$ cat src/rtl/ats21_pkg.sv
// Shared constants and the event payload for the ATS21 alarm collector.
// Build option: ATS21_COLLECTOR_TIMESTAMP_EN adds a 16-bit capture timestamp
// to every event.
package ats21_pkg;

  localparam int unsigned NUM_ALARMS_DEF = 24;
  localparam int unsigned ALARM_ID_W     = 5;
  localparam int unsigned TS_W           = 16;

  // One queued alarm event
  typedef struct packed {
    logic [ALARM_ID_W-1:0] id;
`ifdef ATS21_COLLECTOR_TIMESTAMP_EN
    logic [TS_W-1:0]       ts;
`endif
  } evt_t;

endpackage

$ cat src/rtl/ats21_alarm_collector_if.sv
// Event-side bus of the alarm collector: consumer pop plus head-event view.
// Ports (master = collector, slave = consumer):
//   pop        consumer -> collector  dequeue head event
//   evt_valid  collector -> consumer  head event valid
//   evt_id     collector -> consumer  alarm index of head event
//   evt_count  collector -> consumer  number of queued events
//   irq        collector -> consumer  level interrupt, mirrors evt_valid
//   evt_ts     collector -> consumer  capture timestamp (ATS21_COLLECTOR_TIMESTAMP_EN only)
interface ats21_alarm_collector_if #(
  parameter int unsigned DEPTH = 8
) ();

  logic                                 pop;
  logic                                 evt_valid;
  logic [ats21_pkg::ALARM_ID_W-1:0]     evt_id;
  logic [$clog2(DEPTH+1)-1:0]           evt_count;
  logic                                 irq;
`ifdef ATS21_COLLECTOR_TIMESTAMP_EN
  logic [ats21_pkg::TS_W-1:0]           evt_ts;

  modport master (input pop, output evt_valid, evt_id, evt_count, irq, evt_ts);
  modport slave  (output pop, input evt_valid, evt_id, evt_count, irq, evt_ts);
`else
  modport master (input pop, output evt_valid, evt_id, evt_count, irq);
  modport slave  (output pop, input evt_valid, evt_id, evt_count, irq);
`endif

endinterface

$ cat src/rtl/ats21_evt_fifo.sv
// Event FIFO with (log2(DEPTH)+1)-bit wrapping pointers; full/empty from the
// pointer MSB. A push into a full FIFO is accepted only alongside a real pop.
// Ports:
//   clk_1x, reset  clock, async active-high reset
//   push, din      enqueue request and payload
//   pop            dequeue request (ignored when empty)
//   full, empty    status
//   count          number of stored entries
//   head           oldest entry, zero when empty
module ats21_evt_fifo
  import ats21_pkg::*;
#(
  parameter  int unsigned DEPTH = 8,
  localparam int unsigned CNT_W = $clog2(DEPTH+1)
) (
  input  logic             clk_1x,
  input  logic             reset,
  input  logic             push,
  input  evt_t             din,
  input  logic             pop,
  output logic             full,
  output logic             empty,
  output logic [CNT_W-1:0] count,
  output evt_t             head
);

  localparam int unsigned AW    = $clog2(DEPTH);
  localparam int unsigned PTR_W = AW + 1;

  logic [PTR_W-1:0] wptr;
  logic [PTR_W-1:0] rptr;
  evt_t             mem [DEPTH];
  logic             do_push;
  logic             do_pop;

  // Status decode and handshake qualification
  always_comb begin
    empty   = (wptr == rptr);
    full    = (wptr[PTR_W-1] != rptr[PTR_W-1]) && (wptr[AW-1:0] == rptr[AW-1:0]);
    count   = CNT_W'(wptr - rptr);
    do_pop  = pop && !empty;
    do_push = push && (!full || do_pop);
    head    = empty ? '0 : mem[rptr[AW-1:0]];
  end

  // Pointer update
  always_ff @(posedge clk_1x or posedge reset) begin
    if (reset) begin
      wptr <= '0;
      rptr <= '0;
    end else begin
      if (do_push) wptr <= wptr + PTR_W'(1);
      if (do_pop)  rptr <= rptr + PTR_W'(1);
    end
  end

  // Storage; contents are don't-care until written
  always_ff @(posedge clk_1x) begin
    if (do_push) mem[wptr[AW-1:0]] <= din;
  end

endmodule

$ cat src/rtl/ats21_alarm_collector.sv
// Collects rising edges of ATS21 alarm flags into a pending set and drains it
// lowest index first into an event FIFO read by a consumer.
// Build option: ATS21_COLLECTOR_TIMESTAMP_EN adds a free-running 16-bit cycle
// counter captured per firing and delivered on evt.evt_ts.
// Ports:
//   clk_1x, reset  clock, async active-high reset
//   alarm_data     per-alarm finished flags (levels)
//   clr_ovf        clear sticky overflow
//   overflow       sticky: a firing was dropped
//   evt            event bus (master side)
module ats21_alarm_collector
  import ats21_pkg::*;
#(
  parameter int unsigned NUM_ALARMS = NUM_ALARMS_DEF,
  parameter int unsigned DEPTH      = 8
) (
  input  logic                  clk_1x,
  input  logic                  reset,
  input  logic [NUM_ALARMS-1:0] alarm_data,
  input  logic                  clr_ovf,
  output logic                  overflow,
  ats21_alarm_collector_if.master evt
);

  logic [NUM_ALARMS-1:0] prev;
  logic [NUM_ALARMS-1:0] pending;
  logic                  armed;
  logic [NUM_ALARMS-1:0] fire;
  logic [NUM_ALARMS-1:0] accept;
  logic [NUM_ALARMS-1:0] drop;
  logic [NUM_ALARMS-1:0] sel_mask;
  logic [ALARM_ID_W-1:0] sel_id;
  logic                  push;
  logic                  fifo_full;
  logic                  fifo_empty;
  evt_t                  push_evt;
  evt_t                  head;

  // Edge detect; the first edge after reset only loads prev so levels
  // already high at release do not fire
  always_comb begin
    fire   = armed ? (alarm_data & ~prev) : '0;
    accept = fire & ~pending;
    drop   = fire & pending;
  end

  // Lowest-index pending bit wins
  always_comb begin
    sel_id   = '0;
    sel_mask = pending & (~pending + NUM_ALARMS'(1));
    for (int i = int'(NUM_ALARMS) - 1; i >= 0; i--) begin
      if (pending[i]) sel_id = ALARM_ID_W'(i);
    end
    push = (|pending) && (!fifo_full || (evt.pop && !fifo_empty));
  end

  always_ff @(posedge clk_1x or posedge reset) begin
    if (reset) begin
      prev     <= '0;
      pending  <= '0;
      armed    <= 1'b0;
      overflow <= 1'b0;
    end else begin
      armed   <= 1'b1;
      prev    <= alarm_data;
      pending <= (pending & ~(push ? sel_mask : '0)) | accept;
      // A drop outranks a clear in the same cycle
      if (|drop)        overflow <= 1'b1;
      else if (clr_ovf) overflow <= 1'b0;
    end
  end

`ifdef ATS21_COLLECTOR_TIMESTAMP_EN
  logic [TS_W-1:0] ts_cnt;
  logic [TS_W-1:0] pending_ts [NUM_ALARMS];

  always_ff @(posedge clk_1x or posedge reset) begin
    if (reset) ts_cnt <= '0;
    else       ts_cnt <= ts_cnt + TS_W'(1);
  end

  // Timestamp is taken when a firing is accepted into pending
  always_ff @(posedge clk_1x) begin
    for (int i = 0; i < int'(NUM_ALARMS); i++) begin
      if (accept[i]) pending_ts[i] <= ts_cnt;
    end
  end

  always_comb begin
    push_evt.id = sel_id;
    push_evt.ts = pending_ts[sel_id];
    evt.evt_ts  = head.ts;
  end
`else
  always_comb begin
    push_evt.id = sel_id;
  end
`endif

  ats21_evt_fifo #(.DEPTH(DEPTH)) u_fifo (
    .clk_1x (clk_1x),
    .reset  (reset),
    .push   (push),
    .din    (push_evt),
    .pop    (evt.pop),
    .full   (fifo_full),
    .empty  (fifo_empty),
    .count  (evt.evt_count),
    .head   (head)
  );

  always_comb begin
    evt.evt_valid = !fifo_empty;
    evt.irq       = !fifo_empty;
    evt.evt_id    = head.id;
  end

endmodule

$ cat src/flat_wrapper.sv
// flat-port wrapper written by rule: the top's interface ports become plain ports
module ats21_alarm_collector_flat import ats21_pkg::*;
#(
  parameter int unsigned NUM_ALARMS = NUM_ALARMS_DEF,
  parameter int unsigned DEPTH      = 8
)
  (clk_1x, reset, alarm_data, clr_ovf, overflow, evt_pop, evt_evt_valid, evt_evt_id, evt_evt_count, evt_irq);
  ats21_alarm_collector_if #(.DEPTH(DEPTH)) evt_i ();
  input  logic clk_1x;
  input  logic reset;
  input  logic [NUM_ALARMS-1:0] alarm_data;
  input  logic clr_ovf;
  output logic overflow;
  input wire logic [$bits(evt_i.pop)-1:0] evt_pop;
  output wire logic [$bits(evt_i.evt_valid)-1:0] evt_evt_valid;
  output wire logic [$bits(evt_i.evt_id)-1:0] evt_evt_id;
  output wire logic [$bits(evt_i.evt_count)-1:0] evt_evt_count;
  output wire logic [$bits(evt_i.irq)-1:0] evt_irq;
  assign evt_i.pop = evt_pop;
  assign evt_evt_valid = evt_i.evt_valid;
  assign evt_evt_id = evt_i.evt_id;
  assign evt_evt_count = evt_i.evt_count;
  assign evt_irq = evt_i.irq;
  ats21_alarm_collector #(.NUM_ALARMS(NUM_ALARMS), .DEPTH(DEPTH)) u_core (.clk_1x(clk_1x), .reset(reset), .alarm_data(alarm_data), .clr_ovf(clr_ovf), .overflow(overflow), .evt(evt_i));
endmodule
$ cat config.mk
export PLATFORM = sky130hd
export DESIGN_NAME = ats21_alarm_collector_flat
export DESIGN_NICKNAME = d
export VERILOG_FILES = /design/src/rtl/ats21_pkg.sv /design/src/rtl/ats21_alarm_collector_if.sv /design/src/rtl/ats21_evt_fifo.sv /design/src/rtl/ats21_alarm_collector.sv /design/src/flat_wrapper.sv
export SDC_FILE = /design/constraint.sdc
export NUM_CORES = 1
export LEC_CHECK = 0
export CORE_MARGIN = 2
export CORE_UTILIZATION = 52
export DETAILED_ROUTE_END_ITERATION = 6
export PLACE_DENSITY = 0.76
export REMOVE_ABC_BUFFERS = 1
export SLEW_MARGIN = 30
export SYNTH_ARGS = -nofsm -noshare
export SYNTH_HDL_FRONTEND = slang
export SYNTH_SLANG_ARGS = --single-unit
$ cat constraint.sdc
create_clock -name clk_1x -period 2.5 [get_ports clk_1x]
set_input_delay 0.5 -clock clk_1x [delete_from_list [all_inputs] [get_ports clk_1x]]
set_output_delay 0.5 -clock clk_1x [all_outputs]
set_load 0.005 [all_outputs]
==> impl_metrics.env <==
export IMPL_status="finished clean"
export IMPL_avgRoutedWirePerCell_um=16.9
export IMPL_io_buffers=39
export IMPL_fmax_mhz=411
export IMPL_reg2reg_from="u_core.u_fifo.rptr[2]"
export IMPL_die_w_um=96.0
export IMPL_clock_sinks=98
export IMPL_diodes=0
export IMPL_ys_seq_area_share_pct=60.2
export IMPL_cts_root_buf="clkbuf_8"
export IMPL_period_share_pct=97.3
export IMPL_grt_max_degree=59
export IMPL_layout_nets=463
export IMPL_multi_input_area_um2=1670
export IMPL_final_hold_violation_count=0
export IMPL_dieArea_um2=9220
export IMPL_finalNonFillerCells=539
export IMPL_grt_usage_pct=21.7
export IMPL_synth_distinct_cells=51
export IMPL_cts_tree="done"
export IMPL_min_period_ns=2.43
export IMPL_ys_warn_count=0
export IMPL_r2r_slack_ns=0.26
export IMPL_grt_ovfl_total=0
export IMPL_rows=33
export IMPL_ys_ff_latch=98
export IMPL_cts_hold_buf=0
export IMPL_seqCellArea_um2=2650
export IMPL_ir_drop_mv=0.535
export IMPL_synth_cells=362
export IMPL_synth_area_um2=4400
export IMPL_cts_path_max_buffers=2
export IMPL_io_pins=40
export IMPL_drt_vias_per_instance=5.74
export IMPL_startpoint_type="register"
export IMPL_fillers=588
export IMPL_initial_utilization_pct=53.6
export IMPL_syn_mean_instance_area_um2=12.2
export IMPL_insertion_delay_ns=0.36
export IMPL_route_final_wire_length_um=9120
export IMPL_reg2reg_to="u_core.u_fifo.mem[3][1]"
export IMPL_dp_hpwl_um=6580
export IMPL_worst_slew_pin_slew_ns=0.748
export IMPL_power_density_nw_per_um2=1120
export IMPL_dieHeight_um=96.0
export IMPL_p_leak_nw=2.12
export IMPL_place_congestion=0.857
export IMPL_finalSetupViolCount=0
export IMPL_skew_ns=0.0153
export IMPL_cp_end_kind="primary output"
export IMPL_synthToLayoutAreaGrowth_pct=22.1
export IMPL_core_area_um2=8220
export IMPL_mostFrequentLayoutCells="58 x dfrtp_1, 40 x edfxtp_1, 33 x nand2_1"
export IMPL_drcViolationCount=0
export IMPL_drv_slew=0
export IMPL_routed_via_count=3092
export IMPL_arrival_ns=1.93
export IMPL_utilization_pct=65.4
export IMPL_holdWs_ns=0.501
export IMPL_grt_pass1_wl_um=14700
export IMPL_drt_iter0_markers=248
export IMPL_cts_buffers=9
export IMPL_relSlewSlack_pct=49.7
export IMPL_hold_path_class="in -> async"
export IMPL_placed_cells=518
export IMPL_path_max_fanout=13
export IMPL_final_common_cell="dfrtp_1"
export IMPL_drive_gt1_share_pct=18.7
export IMPL_antenna_found_initial=0
export IMPL_crit_type="reg -> out"
export IMPL_grt_pass1_vias=3049
export IMPL_placed_cell_area_um2=5070
export IMPL_fin_area_um2=5380
export IMPL_dr_pass1_iters=5
export IMPL_fin_setup_tns_ns=0
export IMPL_cap_violations=0
export IMPL_htreeDepth=3
export IMPL_postRouteAntennaNets=0
export IMPL_worstPathRequired_ns=2.00
export IMPL_path_clk_slew_ns=0.10
export IMPL_rr_worst_depth=7
cell type report:
class / instances / share of cell area [%]
clock buffers: 9 / 2.30
well taps: 105 / 2.44
multi-input cells: 227 / 31.1
clock inverters: 7 / 1.12
repair buffers: 69 / 12.0
inverters: 24 / 1.68
flip-flops and latches: 98 / 49.3
worst max path at each step:
stage,start,endpoint,slack [ns],cells past startpoint
global route,u_core.u_fifo.rptr[2],evt_evt_valid,-0.002,7
finish,u_core.u_fifo.rptr[0],evt_evt_id[0],0.07,5
CTS,u_core.u_fifo.wptr[1],evt_evt_count[3],-0.09,5
floorplan,u_core.u_fifo.rptr[0],u_core.u_fifo.mem[4][0],0.006,6
detailed placement,evt_pop,u_core.u_fifo.mem[1][3],0.004,4
global placement,evt_pop,u_core.u_fifo.mem[1][3],0.05,4
through the flow:
step | power [mW] | worst slack, ns
finish | 6.03 | 0.0683
global route | 6.41 | -0.00185
CTS | 5.94 | -0.0894
detailed placement | 4.96 | 0.00425
global placement | 4.88 | 0.0533
floorplan | 3.78 | 0.00604
report_power, final:
group | total, mW | switching, mW | internal [mW]
Sequential | 2.53 | 0.335 | 2.20
Combinational | 2.54 | 1.22 | 1.32
Clock | 0.958 | 0.579 | 0.379
logic make-up after synthesis:
group,Yosys count,synth area share (%)
simple gates,131,16.9
flops,98,60.2
compound gates,67,9.95
buf+inv,37,3.38
mux,12,5.60
xor+xnor,10,1.99
fa+ha+maj,6,1.88
other cells,1,0.0852
critical path: stages, from the launching register on:
cell,delay (ns)
dfrtp_1,0.44
buf_12,0.19
mux4_2,0.51
nand2_1,0.09
a21oi_1,0.07
dlygate4sd2_1,0.26
registers in the layout (all words and copies together), names as in the netlist:
name,flops
u_core.armed,1
u_core.prev,24
u_core.pending,24
u_core.overflow,1
u_core.u_fifo.mem,40
u_core.u_fifo.rptr,4
u_core.u_fifo.wptr,4
Yosys cell counts, drive strengths merged:
master / n / area [um2]
and2: 1 / 6.26
and3b: 7 / 61.3
nand2b: 1 / 6.26
nor4: 13 / 130
a221oi: 1 / 8.76
a221o: 2 / 20.0
mux2: 1 / 11.3
or3: 2 / 12.5
o21ai: 20 / 100
nor3: 10 / 55.1
nor2: 26 / 97.6
o221ai: 2 / 17.5
a31oi: 11 / 75.1
o31a: 1 / 8.76
nand3: 11 / 67.6
xnor2: 7 / 61.3
nand4: 5 / 31.3
nand3b: 13 / 97.6
mux4: 10 / 225
xor2: 3 / 26.3
a21oi: 16 / 80.1
o32a: 1 / 10.0
fa: 1 / 20.0
conb: 1 / 3.75
buf: 6 / 32.5
mux2i: 1 / 10.0
inv: 24 / 90.1
nor2b: 5 / 31.3
and3: 2 / 12.5
o31ai: 5 / 51.3
nand2: 35 / 134
a22o: 1 / 8.76
ha: 5 / 62.6
o311a: 1 / 10.0
clkbuf: 7 / 26.3
a21o: 1 / 7.51
a41oi: 1 / 8.76
edfxtp: 40 / 1200
dfrtp: 58 / 1450
a2111oi: 1 / 8.76
a22oi: 3 / 22.5
metal layers:
layer	track usage, %	vias to the layer above	share of wire, %
li1	-	1466	-
met1	28.8	1513	44
met2	35.6	95	49
met3	3.37	18	4.7
met4	9.40	0	2.3
met5	0	-	0
timing repair:
| action | CTS | global route |
|---|---|---|
| endpoints found under the setup margin | 10 | 5 |
| setup buffers | 1 | 4 |
| resized for setup | 15 | 8 |
| pin swaps | 0 | 1 |
Power figures use the tool's default switching activity.
